===== src/rtl/fetch_pkg.sv =====
// rtl/fetch_pkg.sv - shared types and constants for the fetch stage
//
// Purpose : fetch queue entry layout, PC step sizes, reset PC default and
//           the instruction formatting helper used before enqueue.
// Ports   : none (package).
package fetch_pkg;

    localparam logic [63:0] RESET_PC_DEFAULT = 64'h0000_0000_0000_1000;
    localparam logic [63:0] INST_STEP_C      = 64'd2;
    localparam logic [63:0] INST_STEP_W      = 64'd4;

    typedef struct packed {
        logic [63:0] pc;
        logic [31:0] inst;
        logic        comp;
    } fetch_entry_t;

    // Compressed instructions only carry 16 meaningful bits; the upper half
    // from instcache belongs to the next instruction and must not leak out.
    function automatic logic [31:0] fmt_inst(input logic [31:0] raw, input logic comp);
        return comp ? {16'h0000, raw[15:0]} : raw;
    endfunction

endpackage


===== src/rtl/inst_fetch_if.sv =====
// rtl/inst_fetch_if.sv - instcache, redirect and decode-side signals of the fetch stage
//
// Purpose : bundles the fetch stage's bus signals.
// Modports: master - the fetch stage (drives pc and the fq_* head/occupancy)
//           slave  - the environment (instcache, redirect source, decode)
// Signals : pc, inst_valid, inst_comp, inst, redirect_valid, redirect_pc,
//           fq_valid, fq_ready, fq_pc, fq_inst, fq_comp, fq_count.
interface inst_fetch_if #(
    parameter int DEPTH = 4
);
    logic [63:0]            pc;
    logic                   inst_valid;
    logic                   inst_comp;
    logic [31:0]            inst;
    logic                   redirect_valid;
    logic [63:0]            redirect_pc;
    logic                   fq_valid;
    logic                   fq_ready;
    logic [63:0]            fq_pc;
    logic [31:0]            fq_inst;
    logic                   fq_comp;
    logic [$clog2(DEPTH):0] fq_count;

    modport master (
        output pc, fq_valid, fq_pc, fq_inst, fq_comp, fq_count,
        input  inst_valid, inst_comp, inst, redirect_valid, redirect_pc, fq_ready
    );

    modport slave (
        input  pc, fq_valid, fq_pc, fq_inst, fq_comp, fq_count,
        output inst_valid, inst_comp, inst, redirect_valid, redirect_pc, fq_ready
    );

endinterface


===== src/rtl/fetch_queue.sv =====
// rtl/fetch_queue.sv - in-order FIFO of fetch entries with flush
//
// Purpose : DEPTH-entry synchronous FIFO; head is read straight from storage.
// Ports   : clk, rst_n        clock, async active-low reset
//           push, pop, flush  enqueue / dequeue / discard all entries
//           din, dout         entry in / head entry out
//           valid, full       head valid / no free slot
//           count             occupancy
module fetch_queue
    import fetch_pkg::*;
#(
    parameter int DEPTH = 4
) (
    input  logic                   clk,
    input  logic                   rst_n,
    input  logic                   push,
    input  logic                   pop,
    input  logic                   flush,
    input  fetch_entry_t           din,
    output fetch_entry_t           dout,
    output logic                   valid,
    output logic                   full,
    output logic [$clog2(DEPTH):0] count
);

    localparam int AW = $clog2(DEPTH);
    localparam int CW = AW + 1;

    fetch_entry_t   mem_q [DEPTH];
    logic [AW-1:0]  wr_q, wr_d;
    logic [AW-1:0]  rd_q, rd_d;
    logic [CW-1:0]  count_q, count_d;
    logic           do_push;
    logic           do_pop;

    assign valid   = (count_q != '0);
    assign full    = (count_q == CW'(DEPTH));
    assign do_pop  = pop & valid;
    // A pop in the same cycle frees the slot, so a full queue still accepts.
    assign do_push = push & (~full | do_pop);

    assign dout  = mem_q[rd_q];
    assign count = count_q;

    // DEPTH is a power of two, so natural pointer overflow is modulo DEPTH.
    always_comb begin
        wr_d    = wr_q;
        rd_d    = rd_q;
        count_d = count_q;
        if (flush) begin
            wr_d    = '0;
            rd_d    = '0;
            count_d = '0;
        end else begin
            if (do_push) wr_d = wr_q + 1'b1;
            if (do_pop)  rd_d = rd_q + 1'b1;
            case ({do_push, do_pop})
                2'b10:   count_d = count_q + 1'b1;
                2'b01:   count_d = count_q - 1'b1;
                default: count_d = count_q;
            endcase
        end
    end

    always_ff @(posedge clk or negedge rst_n) begin
        if (!rst_n) begin
            wr_q    <= '0;
            rd_q    <= '0;
            count_q <= '0;
            for (int i = 0; i < DEPTH; i++) begin
                mem_q[i] <= '0;
            end
        end else begin
            wr_q    <= wr_d;
            rd_q    <= rd_d;
            count_q <= count_d;
            if (do_push && !flush) begin
                mem_q[wr_q] <= din;
            end
        end
    end

endmodule


===== src/rtl/inst_fetch.sv =====
// rtl/inst_fetch.sv - fetch stage: PC register, push/redirect control, fetch queue
//
// Purpose : owns the fetch PC, enqueues instcache hits for decode and
//           handles redirects (flush + PC reload).
// Ports   : clk    clock
//           rst_n  async active-low reset
//           bus    inst_fetch_if.master (pc to instcache, inst_* from it,
//                  redirect_*, fq_* handshake toward decode)
module inst_fetch
    import fetch_pkg::*;
#(
    parameter logic [63:0] RESET_PC = RESET_PC_DEFAULT,
    parameter int          DEPTH    = 4
) (
    input  logic          clk,
    input  logic          rst_n,
    inst_fetch_if.master  bus
);

    logic [63:0]  pc_q, pc_d;
    logic         pop;
    logic         push;
    logic         full;
    logic         head_valid;
    fetch_entry_t entry;
    fetch_entry_t head;

    assign pop  = head_valid & bus.fq_ready;
    // A redirect cycle's fetch result belongs to the wrong path; never enqueue it.
    assign push = bus.inst_valid & ~bus.redirect_valid & (~full | pop);

    assign entry.pc   = pc_q;
    assign entry.inst = fmt_inst(bus.inst, bus.inst_comp);
    assign entry.comp = bus.inst_comp;

    // PC only moves on push or redirect, so instcache sees a stable address
    // for the whole duration of a refill.
    always_comb begin
        pc_d = pc_q;
        if (bus.redirect_valid) begin
            pc_d = {bus.redirect_pc[63:1], 1'b0};
        end else if (push) begin
            pc_d = pc_q + (bus.inst_comp ? INST_STEP_C : INST_STEP_W);
        end
    end

    always_ff @(posedge clk or negedge rst_n) begin
        if (!rst_n) begin
            pc_q <= RESET_PC;
        end else begin
            pc_q <= pc_d;
        end
    end

    fetch_queue #(
        .DEPTH (DEPTH)
    ) u_fq (
        .clk   (clk),
        .rst_n (rst_n),
        .push  (push),
        .pop   (pop),
        .flush (bus.redirect_valid),
        .din   (entry),
        .dout  (head),
        .valid (head_valid),
        .full  (full),
        .count (bus.fq_count)
    );

    assign bus.pc       = pc_q;
    assign bus.fq_valid = head_valid;
    assign bus.fq_pc    = head.pc;
    assign bus.fq_inst  = head.inst;
    assign bus.fq_comp  = head.comp;

endmodule


===== src/flat_wrapper.sv =====
// flat-port wrapper written by rule: the top's interface ports become plain ports
module inst_fetch_flat import fetch_pkg::*;
#(
    parameter logic [63:0] RESET_PC = RESET_PC_DEFAULT,
    parameter int          DEPTH    = 4
)
  (clk, rst_n, bus_pc, bus_fq_valid, bus_fq_pc, bus_fq_inst, bus_fq_comp, bus_fq_count, bus_inst_valid, bus_inst_comp, bus_inst, bus_redirect_valid, bus_redirect_pc, bus_fq_ready);
  inst_fetch_if #(.DEPTH(DEPTH)) bus_i ();
  input  logic clk;
  input  logic rst_n;
  output wire logic [$bits(bus_i.pc)-1:0] bus_pc;
  output wire logic [$bits(bus_i.fq_valid)-1:0] bus_fq_valid;
  output wire logic [$bits(bus_i.fq_pc)-1:0] bus_fq_pc;
  output wire logic [$bits(bus_i.fq_inst)-1:0] bus_fq_inst;
  output wire logic [$bits(bus_i.fq_comp)-1:0] bus_fq_comp;
  output wire logic [$bits(bus_i.fq_count)-1:0] bus_fq_count;
  input wire logic [$bits(bus_i.inst_valid)-1:0] bus_inst_valid;
  input wire logic [$bits(bus_i.inst_comp)-1:0] bus_inst_comp;
  input wire logic [$bits(bus_i.inst)-1:0] bus_inst;
  input wire logic [$bits(bus_i.redirect_valid)-1:0] bus_redirect_valid;
  input wire logic [$bits(bus_i.redirect_pc)-1:0] bus_redirect_pc;
  input wire logic [$bits(bus_i.fq_ready)-1:0] bus_fq_ready;
  assign bus_pc = bus_i.pc;
  assign bus_fq_valid = bus_i.fq_valid;
  assign bus_fq_pc = bus_i.fq_pc;
  assign bus_fq_inst = bus_i.fq_inst;
  assign bus_fq_comp = bus_i.fq_comp;
  assign bus_fq_count = bus_i.fq_count;
  assign bus_i.inst_valid = bus_inst_valid;
  assign bus_i.inst_comp = bus_inst_comp;
  assign bus_i.inst = bus_inst;
  assign bus_i.redirect_valid = bus_redirect_valid;
  assign bus_i.redirect_pc = bus_redirect_pc;
  assign bus_i.fq_ready = bus_fq_ready;
  inst_fetch #(.RESET_PC(RESET_PC), .DEPTH(DEPTH)) u_core (.clk(clk), .rst_n(rst_n), .bus(bus_i));
endmodule

===== config.mk =====
export PLATFORM = sky130hd
export DESIGN_NAME = inst_fetch_flat
export DESIGN_NICKNAME = d
export VERILOG_FILES = /design/src/rtl/fetch_pkg.sv /design/src/rtl/inst_fetch_if.sv /design/src/rtl/fetch_queue.sv /design/src/rtl/inst_fetch.sv /design/src/flat_wrapper.sv
export SDC_FILE = /design/constraint.sdc
export NUM_CORES = 1
export LEC_CHECK = 0
export CORE_UTILIZATION = 40
export DETAILED_ROUTE_END_ITERATION = 8
export HOLD_SLACK_MARGIN = 0.08
export PLACE_DENSITY_LB_ADDON = 0.2
export SLEW_MARGIN = 20
export SYNTH_ARGS = -nofsm -noshare
export SYNTH_HDL_FRONTEND = slang
export SYNTH_HIERARCHICAL = 1
export SYNTH_SLANG_ARGS = --single-unit

===== constraint.sdc =====
create_clock -name clk -period 4.2 [get_ports clk]
set_input_delay 1.26 -clock clk [delete_from_list [all_inputs] [get_ports clk]]
set_output_delay 1.26 -clock clk [all_outputs]
set_load 0.005 [all_outputs]

; Word-level counts from Yosys, hierarchy flattened
; Index checks and enable logic that the tools add are counted.
[op_classes]
addsub = 5
magnitude_cmp = 3
eq_ne = 3
mux = 16
n_bitwise = 11
n_reduce_logical = 8
[ops]
columns = operator, n
row1 = $bwmux W388, 1
row2 = $mux W97, 3
row3 = $bmux W97 S2, 1
row4 = $demux W97 S2, 1
row5 = $mux W64, 2
row6 = $add A64 B64 Y64, 1
row7 = $mux W32, 1
row8 = $mux W2, 4
row9 = $ge A3 B3 Y1 const B, 2
row10 = $mux W3, 2
row11 = $not A2 Y3, 2
row12 = $pmux W3 S2, 1
row13 = $reduce_bool A2 Y1, 3
row14 = $reduce_bool A3 Y1, 2
row15 = $and A1 B1 Y1, 5
row16 = $add A2 B1 Y2 const B, 2
row17 = $add A3 B1 Y3 const B, 1
row18 = $eq A3 B3 Y1 const B, 1
row19 = $lt A3 B1 Y1 const B, 1
row20 = $sub A3 B1 Y3 const B, 1
row21 = $eq A2 B1 Y1 const B, 1
row22 = $eq A2 B2 Y1 const B, 1
row23 = $logic_and A1 B1 Y1, 2
row24 = $not A1 Y1, 2
row25 = 2 further kinds, 3
[word_totals]
ff_bits = 459
in_bits = 102
out_inout_bits = 165
elab_cells = 62

; Logic depth before layout (Yosys ltp)
; Gate-level depths: netlist of the first run.
[logic_depth]
depth_word = 8
depth_mapped = 12
ltp_nobuf = 10

; By module
; The synthesis of the first run kept the hierarchy.
[modules_own_cells]
columns = mod, instances, cells_each, area_per_inst_um2, seq_area_each_um2
row1 = fetch_queue, 1, 999, 17717.0, 9884.5
row2 = inst_fetch, 1, 548, 4584.4, 1577.8

; Least setup slack after synthesis of the first run
; No wires, ideal clock.
[synth_path]
path_kind = in2reg
startpoint = input port bus_redirect_valid
endpoint = register u_core.u_fq.count_q[2] (netlist: u_core/u_fq/count[2])
setup_time_ns = 0.082
arrival_ns = 3.745
required_time_ns = 4.118
setup_slack_ns = 0.373
cell_stages = 10
path_buffers = 4
cell_sequence = clkbuf_1 -> clkbuf_1 -> clkbuf_1 -> nor2_1 -> clkbuf_1 -> nor2_1 -> fa_1 -> or3b_2 -> or3_1 -> a31oi_1
[synth_via]
elab_chain_len = 7
word_cells_on_any_way = 9
cone_classes = eq/ne (2) / mux (2) / bitwise (4) / reduce/logical (1)
[synth_rtl]
columns = element, line_no
row1 = from (decl), flat_wrapper.sv:20  ; input wire logic [$bits(bus_i.redirect_valid)-1:0] bus_redirect_valid;
row2 = $not A1 Y1 (*), inst_fetch.sv:30  ; assign push = bus.inst_valid & ~bus.redirect_valid & (~full | pop);
row3 = $and A1 B1 Y1 (*) (2 in series), inst_fetch.sv:30
row4 = net u_core.push, inst_fetch.sv:22  ; logic push;
row5 = $and A1 B1 Y1 (*), fetch_queue.sv:40  ; assign do_push = push & (~full | do_pop);
row6 = $eq A2 B1 Y1 / $eq A2 B2 Y1 (equally long branches), fetch_queue.sv:57  ; case ({do_push, do_pop})
row7 = $pmux W3 S2, fetch_queue.sv:57
row8 = $mux W3, fetch_queue.sv:50  ; if (flush) begin
row9 = to (signal assigned), fetch_queue.sv:76  ; count_q <= count_d;
row10 = to (decl), fetch_queue.sv:32  ; logic [CW-1:0] count_q, count_d;
; Mark *: on every way through the listed nets, which the timed path passes. The rest lies on a longest branch.
; A chain may end at the register's enable or synchronous reset.

; Worst setup path in the final report of the first run
[layout_path]
startpoint = input port bus_inst_comp
endpoint = register u_core.pc_q[45] (netlist: u_core/bus.pc[45])
[layout_via]
elab_chain_len = 4
[layout_rtl]
columns = element, line_no
row1 = from (decl), flat_wrapper.sv:18  ; input wire logic [$bits(bus_i.inst_comp)-1:0] bus_inst_comp;
row2 = $mux W3, inst_fetch.sv:43  ; pc_d = pc_q + (bus.inst_comp ? INST_STEP_C : INST_STEP_W);
row3 = $add A64 B64 Y64, inst_fetch.sv:43
row4 = $mux W64, inst_fetch.sv:42  ; end else if (push) begin
row5 = $mux W64, inst_fetch.sv:40  ; if (bus.redirect_valid) begin
row6 = to (signal assigned), inst_fetch.sv:51  ; pc_q <= pc_d;
row7 = to (decl), inst_fetch.sv:20  ; logic [63:0] pc_q, pc_d;
; No other way between the ends. The select of a mux whose other input is x is not followed.

==> results.yml, run 1 <==
clocking:
  root_buffer: "clkbuf_16"
  cts_tree: "yes"
  htreeDepth: 2
  post_cts_resized: 0
  insertion_delay_ps: 600
  cts_buffers: 52
  path_clk_slew_ps: 60
  cts_buffer_depth: 3
  cts_setup_buffers: 0
  hold_buffers: 0
  clock-sinks: 458
critical_path:
  arrival_ps: 4510
  critPathCaptureType: "flop"
  ff2ff_setup_slack_ps: 950
  r2r-start: "u_core/bus.pc[1]$_DFFE_PN0N_"
  required_ps: 4660
  worstSetupPathType: "primary input to flop"
  worstPathMaxFanout: 13
  cp-start-kind: "primary input"
  worstSetupStartpoint: "bus_inst_comp"
placed_design:
  port_buffers: 264
  post-place-cells: 2458
  place.detailed.hpwl_um: 37300
  place_ws_ps: -534
  gp_congestion: 0.790
finish:
  regArea_sq_mm: 0.0115
  final_cells: 2554
  multiInputGateArea_sq_mm: 0.00981
  drive_above_1_share: 0.358
  fin_nets: 1874
  area_growth_pct: 22.1
  nFillCells: 4824
  insertedDiodeCount: 0
  fin_util: 0.494
logic_synthesis:
  synth_most_common_cell: "dfrtp_1"
  synth_edf_count: 0
  synth_common_cells: "dfrtp_1, mux2_2, mux2_4"
  synthCells: 1547
  synthTopCellsByArea: "dfrtp_1, mux2_2, mux4_2"
  yosysSeqAreaShare: 0.514
  netlist_area_sq_mm: 0.0223
  ys_warn_count: 6
  synth_top_area_frac: 0.513
  synthArstFlopShare: 1.00
  synth_cell_type_count: 65
  synth_top_area_cell: "dfrtp_1"
  syn_area_per_cell_sq_um: 14.4
  ys_ff_latch: 458
  ys.flop_type: "dfrtp_1"
global_routing:
  grt_pass1_wl_um: 89100
  grt_usage: 0.205
  grt_pass1_vias: 14300
  grt_overflow: 0
  grt_max_degree: 90
  antenna_found_initial: 1
floorplan:
  pin_count: 267
  start_util: 0.405
  core-area_sq_mm: 0.0551
  fp.dieW_um: 238
  rows: 86
  die_h_um: 238
  dieArea_sq_mm: 0.0567
sta:
  rsz0062_at_grt: "false"
  report.final.hold_viol_count: 0
  drv_slew: 0
  whs_ps: 501
  timing.final.crit_share: 0.963
  timing.slew.headroom: 0.459
  worstMarginPinSlew_ps: 811
  worst_slack_ps: 155
  setup_viol: 0
  period_needed_ps: 4040
  fmaxAchievable_ghz: 0.247
  skew_ps: 23.1
route:
  drc: 0
  antenna_left: 0
  via_per_inst: 5.41
  wl_um: 58100
  drt_iter0_drc: 892
  wire_per_inst_um: 22.8
  vias: 13800
  drt_pass1_iterations: 6
pwr:
  leakagePower_nw: 11.4
  powerDensity_mw_per_mm2: 460
  ir_worst_vdd_mv: 0.320
  power_w: 0.0125
hold_path:
  hold_class: "flop to flop"
  min_from: "u_core/u_fq/mem_q[51]$_DFFE_PN0P_"
flow_run:
  max_cap_violations: 0
run_status:
  status: "finished clean"
-- through the flow --
step | area [sq um] | TNS (ps)
2_1_floorplan | 22300 | 0
3_3_place_gp | 25500 | -4360
3_5_place_dp | 25500 | -4900
4_1_cts | 27200 | 0
5_1_grt | 27200 | 0
6_report | 27200 | 0
-- flip-flops by register name, summed over array words and instances, names as in the netlist --
signal	cells
u_core/u_fq/mem_q	388
u_core/bus.pc	63
u_core/u_fq/count	3
u_core/u_fq/rd_q	2
u_core/u_fq/wr_q	2
-- cells by family after synthesis --
| family | after synthesis | share of synthesized area |
|---|---|---|
| multiplexers | 493 | 0.318 |
| buffers and inverters | 169 | 0.0497 |
| adder cells (fa/ha/maj) | 8 | 0.00516 |
| AO/OA/AOI/OAI | 91 | 0.0259 |
| other | 1 | 0.000168 |
| XOR/XNOR | 40 | 0.0157 |
| flip-flops | 458 | 0.514 |
| AND/OR/NAND/NOR | 287 | 0.0715 |
-- worst max-delay path: stages --
cell and delay, ps:
clkdlybuf4s50_1 590, ha_1 220, inv_1 60, fa_1 430, or2b_1 270, or4_1 610, or2_4 370, o41a_1 430
o31a_1 280
-- metal layers --
layer | track usage | share of wire
met1 | 0.287 | 0.45
met2 | 0.326 | 0.48
met3 | 0.0352 | 0.047
met4 | 0.0643 | 0.024
met5 | 0 | 0.00019
-- path summary, 6_finish.rpt --
kind                                                 endpoint  depth (start not counted)
setup reg to reg                u_core/bus.pc[45]$_DFFE_PN0N_                          8
hold / removal              u_core/u_fq/mem_q[51]$_DFFE_PN0P_                          1
hold reg to reg             u_core/u_fq/mem_q[51]$_DFFE_PN0P_                          1
min in group asynchronous   u_core/u_fq/mem_q[77]$_DFFE_PN0P_                          1
max in group asynchronous  u_core/u_fq/mem_q[108]$_DFFE_PN0P_                          2
setup / recovery                u_core/bus.pc[45]$_DFFE_PN0N_                          9
-- power by group --
part / internal, W / switching, W
registers: 0.00514 / 0.000518
clock network: 0.00271 / 0.00182
logic: 0.00159 / 0.000752
-- layout make-up --
| class | instances | area share |
|---|---|---|
| Clock buffer | 85 | 0.0586 |
| Clock inverter | 11 | 0.00441 |
| Inverter | 10 | 0.00138 |
| Multi-Input combinational cell | 924 | 0.360 |
| Sequential cell | 458 | 0.421 |
| Tap cell | 748 | 0.0344 |
| Timing Repair Buffer | 318 | 0.120 |
-- cells in the final DEF, fill, tap and decap left out, types with 6 or more instances in the layout --
| cell type | n |
|---|---|
| ha_1 | 6 |
| clkbuf_1 | 17 |
| buf_12 | 17 |
| nand4_1 | 26 |
| and4_1 | 8 |
| o21ai_0 | 41 |
| nor2_1 | 31 |
| mux2_2 | 272 |
| nand2_1 | 74 |
| o31ai_1 | 12 |
| nor3_1 | 10 |
| nor2b_1 | 25 |
| nor4_1 | 17 |
| dfrtp_1 | 455 |
| inv_1 | 8 |
| or4_1 | 22 |
| buf_4 | 38 |
| nand3_1 | 30 |
| xor2_1 | 19 |
| mux2_4 | 120 |
| clkbuf_8 | 15 |
| clkbuf_16 | 53 |
| mux4_2 | 97 |
| or3_1 | 10 |
| a31oi_1 | 15 |
| clkdlybuf4s50_1 | 262 |
| xnor2_1 | 21 |
Power figures use the tool's default switching activity.
==> run 2, diff against run 1 <==
Clock period 4.2 ns to 4.7 ns, I/O delays scaled along.
==> run 2 against run 1 <==
Hold slack lost 2.2 ps. Sequential cell count is the same. Clock skew shrank 9.2 ps. Non-clock buffer count shrank 2. Critical path type unchanged. Critical endpoint unchanged. Largest power group unchanged. Highest routed layer unchanged.
==> results.yml, run 2 (synthesized netlist as in run 1, its figures left out) <==
run_status:
  status: "finished clean"
critical_path:
  cp_slowest_stage_delay_ps: 590
  crit_buf_inv: 2
  cp-start-kind: "primary input"
  required_ps: 5170
  arrival_ps: 4680
  worstSetupPathType: "primary input to flop"
  worstPathMaxFanout: 11
  cp_slowest_cell: "clkdlybuf4s50_1"
  critPathCaptureType: "flop"
  crit_chain: "clkdlybuf4s50_1, ha_1, inv_1, fa_1, or2b_1, or4_1, or2_1, o41a_1, o31a_1"
  cp_top_family: "simple AND/OR/NAND/NOR gates"
pwr:
  powerDensity_mw_per_mm2: 411
  ir_worst_vdd_mv: 0.284
  leakagePower_nw: 11.4
floorplan:
  dieArea_sq_mm: 0.0567
  rows: 86
  core-area_sq_mm: 0.0551
  pin_count: 267
  die_h_um: 238
  start_util: 0.405
  fp.dieW_um: 238
placed_design:
  place_area_sq_mm: 0.0255
  place.detailed.hpwl_um: 37100
  port_buffers: 264
  gp_congestion: 0.790
sta:
  timing.slew.headroom: 0.461
  timing.final.crit_share: 0.897
  worstMarginPinSlew_ps: 808
  setup_viol: 0
  tns_ps: 0
  skew_ps: 13.9
  report.final.hold_viol_count: 0
  period_needed_ps: 4210
  fmaxAchievable_ghz: 0.237
  rsz0062_at_grt: "false"
  drv_slew: 0
finish:
  final_common_cell: "dfrtp_1"
  largest_reg_flops: 388
  fin_nets: 1871
  area_growth_pct: 21.8
  largest-register: "u_core/u_fq/mem_q"
  drive_above_1_share: 0.358
  fin_area_sq_mm: 0.0272
  nFillCells: 4831
  mostFrequentLayoutCells: "dfrtp_1, mux2_2, clkdlybuf4s50_1"
  insertedDiodeCount: 0
clocking:
  insertion_delay_ps: 580
  cts_buffer_depth: 3
  cts_setup_buffers: 0
  post_cts_resized: 0
  htreeDepth: 2
  clock-sinks: 458
  cts_tree: "yes"
  hold_buffers: 0
  cts_buffers: 51
  root_buffer: "clkbuf_16"
  path_clk_slew_ps: 60
global_routing:
  grt_usage: 0.208
  grt_max_degree: 92
  grt_pass1_wl_um: 90300
  grt_overflow: 0
  antenna_found_initial: 1
  grt_pass1_vias: 14600
route:
  drt_iter0_drc: 677
  antenna_left: 0
  wire_per_inst_um: 22.7
  wl_um: 57700
  vias: 13700
  drt_pass1_iterations: 5
  via_per_inst: 5.39
  drc: 0
flow_run:
  max_cap_violations: 0
hold_path:
  hold_class: "flop to flop"
==> run 2: changes by cell type in the layout (fill, tap and decap cells not counted), sizes merged <==
cell	before	now
inv	11	10
clkinvlp	0	2
bufinv	2	4
clkbuf	85	72
buf	56	54
clkinv	8	12
==> run 2: layer usage <==
layer / track usage / routed length, um / up-vias
met3: 0.0326 / 2680 / 88
met4: 0.0620 / 1390 / 2
met5: 0 / 11 / -
met2: 0.330 / 27700 / 334
met1: 0.294 / 26000 / 7255
li1: - / - / 6056
==> run 2: cell type report <==
class,instances,area [sq um],area share
clock buffer,72,1490,0.0548
multi-input combinational,924,9810,0.361
tap,748,936,0.0344
timing repair buffer,316,3240,0.119
inverter,10,37.5,0.00138
sequential,458,11500,0.422
clock inverter,18,199,0.00732
==> run 2: power breakdown <==
group,switching (W),internal [W]
Clock,0.00161,0.00241
Combinational,0.000679,0.00142
Sequential,0.000454,0.00459
==> run 2: through the flow <==
stage	power (W)	util	instances	setup WS (ps)	hold WS [ps]
3_3_place_gp	0.00715	0.463	2456	-112	483
6_report	0.0112	0.493	2546	485	499
5_1_grt	0.0117	0.493	2546	389	515
3_5_place_dp	0.00723	0.463	2456	-149	489
4_1_cts	0.0113	0.493	2546	464	503
2_1_floorplan	0.00617	-	1551	723	475
==> run 2: worst paths after layout <==
path / depth (start not counted) / endpoint / from / slack (ps)
min in group asynchronous: 1 / u_core/u_fq/mem_q[271]$_DFFE_PN0P_ / rst_n / 820
setup reg to reg: 8 / u_core/bus.pc[45]$_DFFE_PN0N_ / u_core/bus.pc[1]$_DFFE_PN0N_ / 1440
setup / recovery: 9 / u_core/bus.pc[45]$_DFFE_PN0N_ / bus_inst_comp / 490
hold reg to reg: 1 / u_core/u_fq/mem_q[193]$_DFFE_PN0P_ / u_core/u_fq/mem_q[193]$_DFFE_PN0P_ / 500
max in group asynchronous: 3 / u_core/bus.pc[12]$_DFFE_PN1N_ / rst_n / 2760
hold / removal: 1 / u_core/u_fq/mem_q[193]$_DFFE_PN0P_ / u_core/u_fq/mem_q[193]$_DFFE_PN0P_ / 500
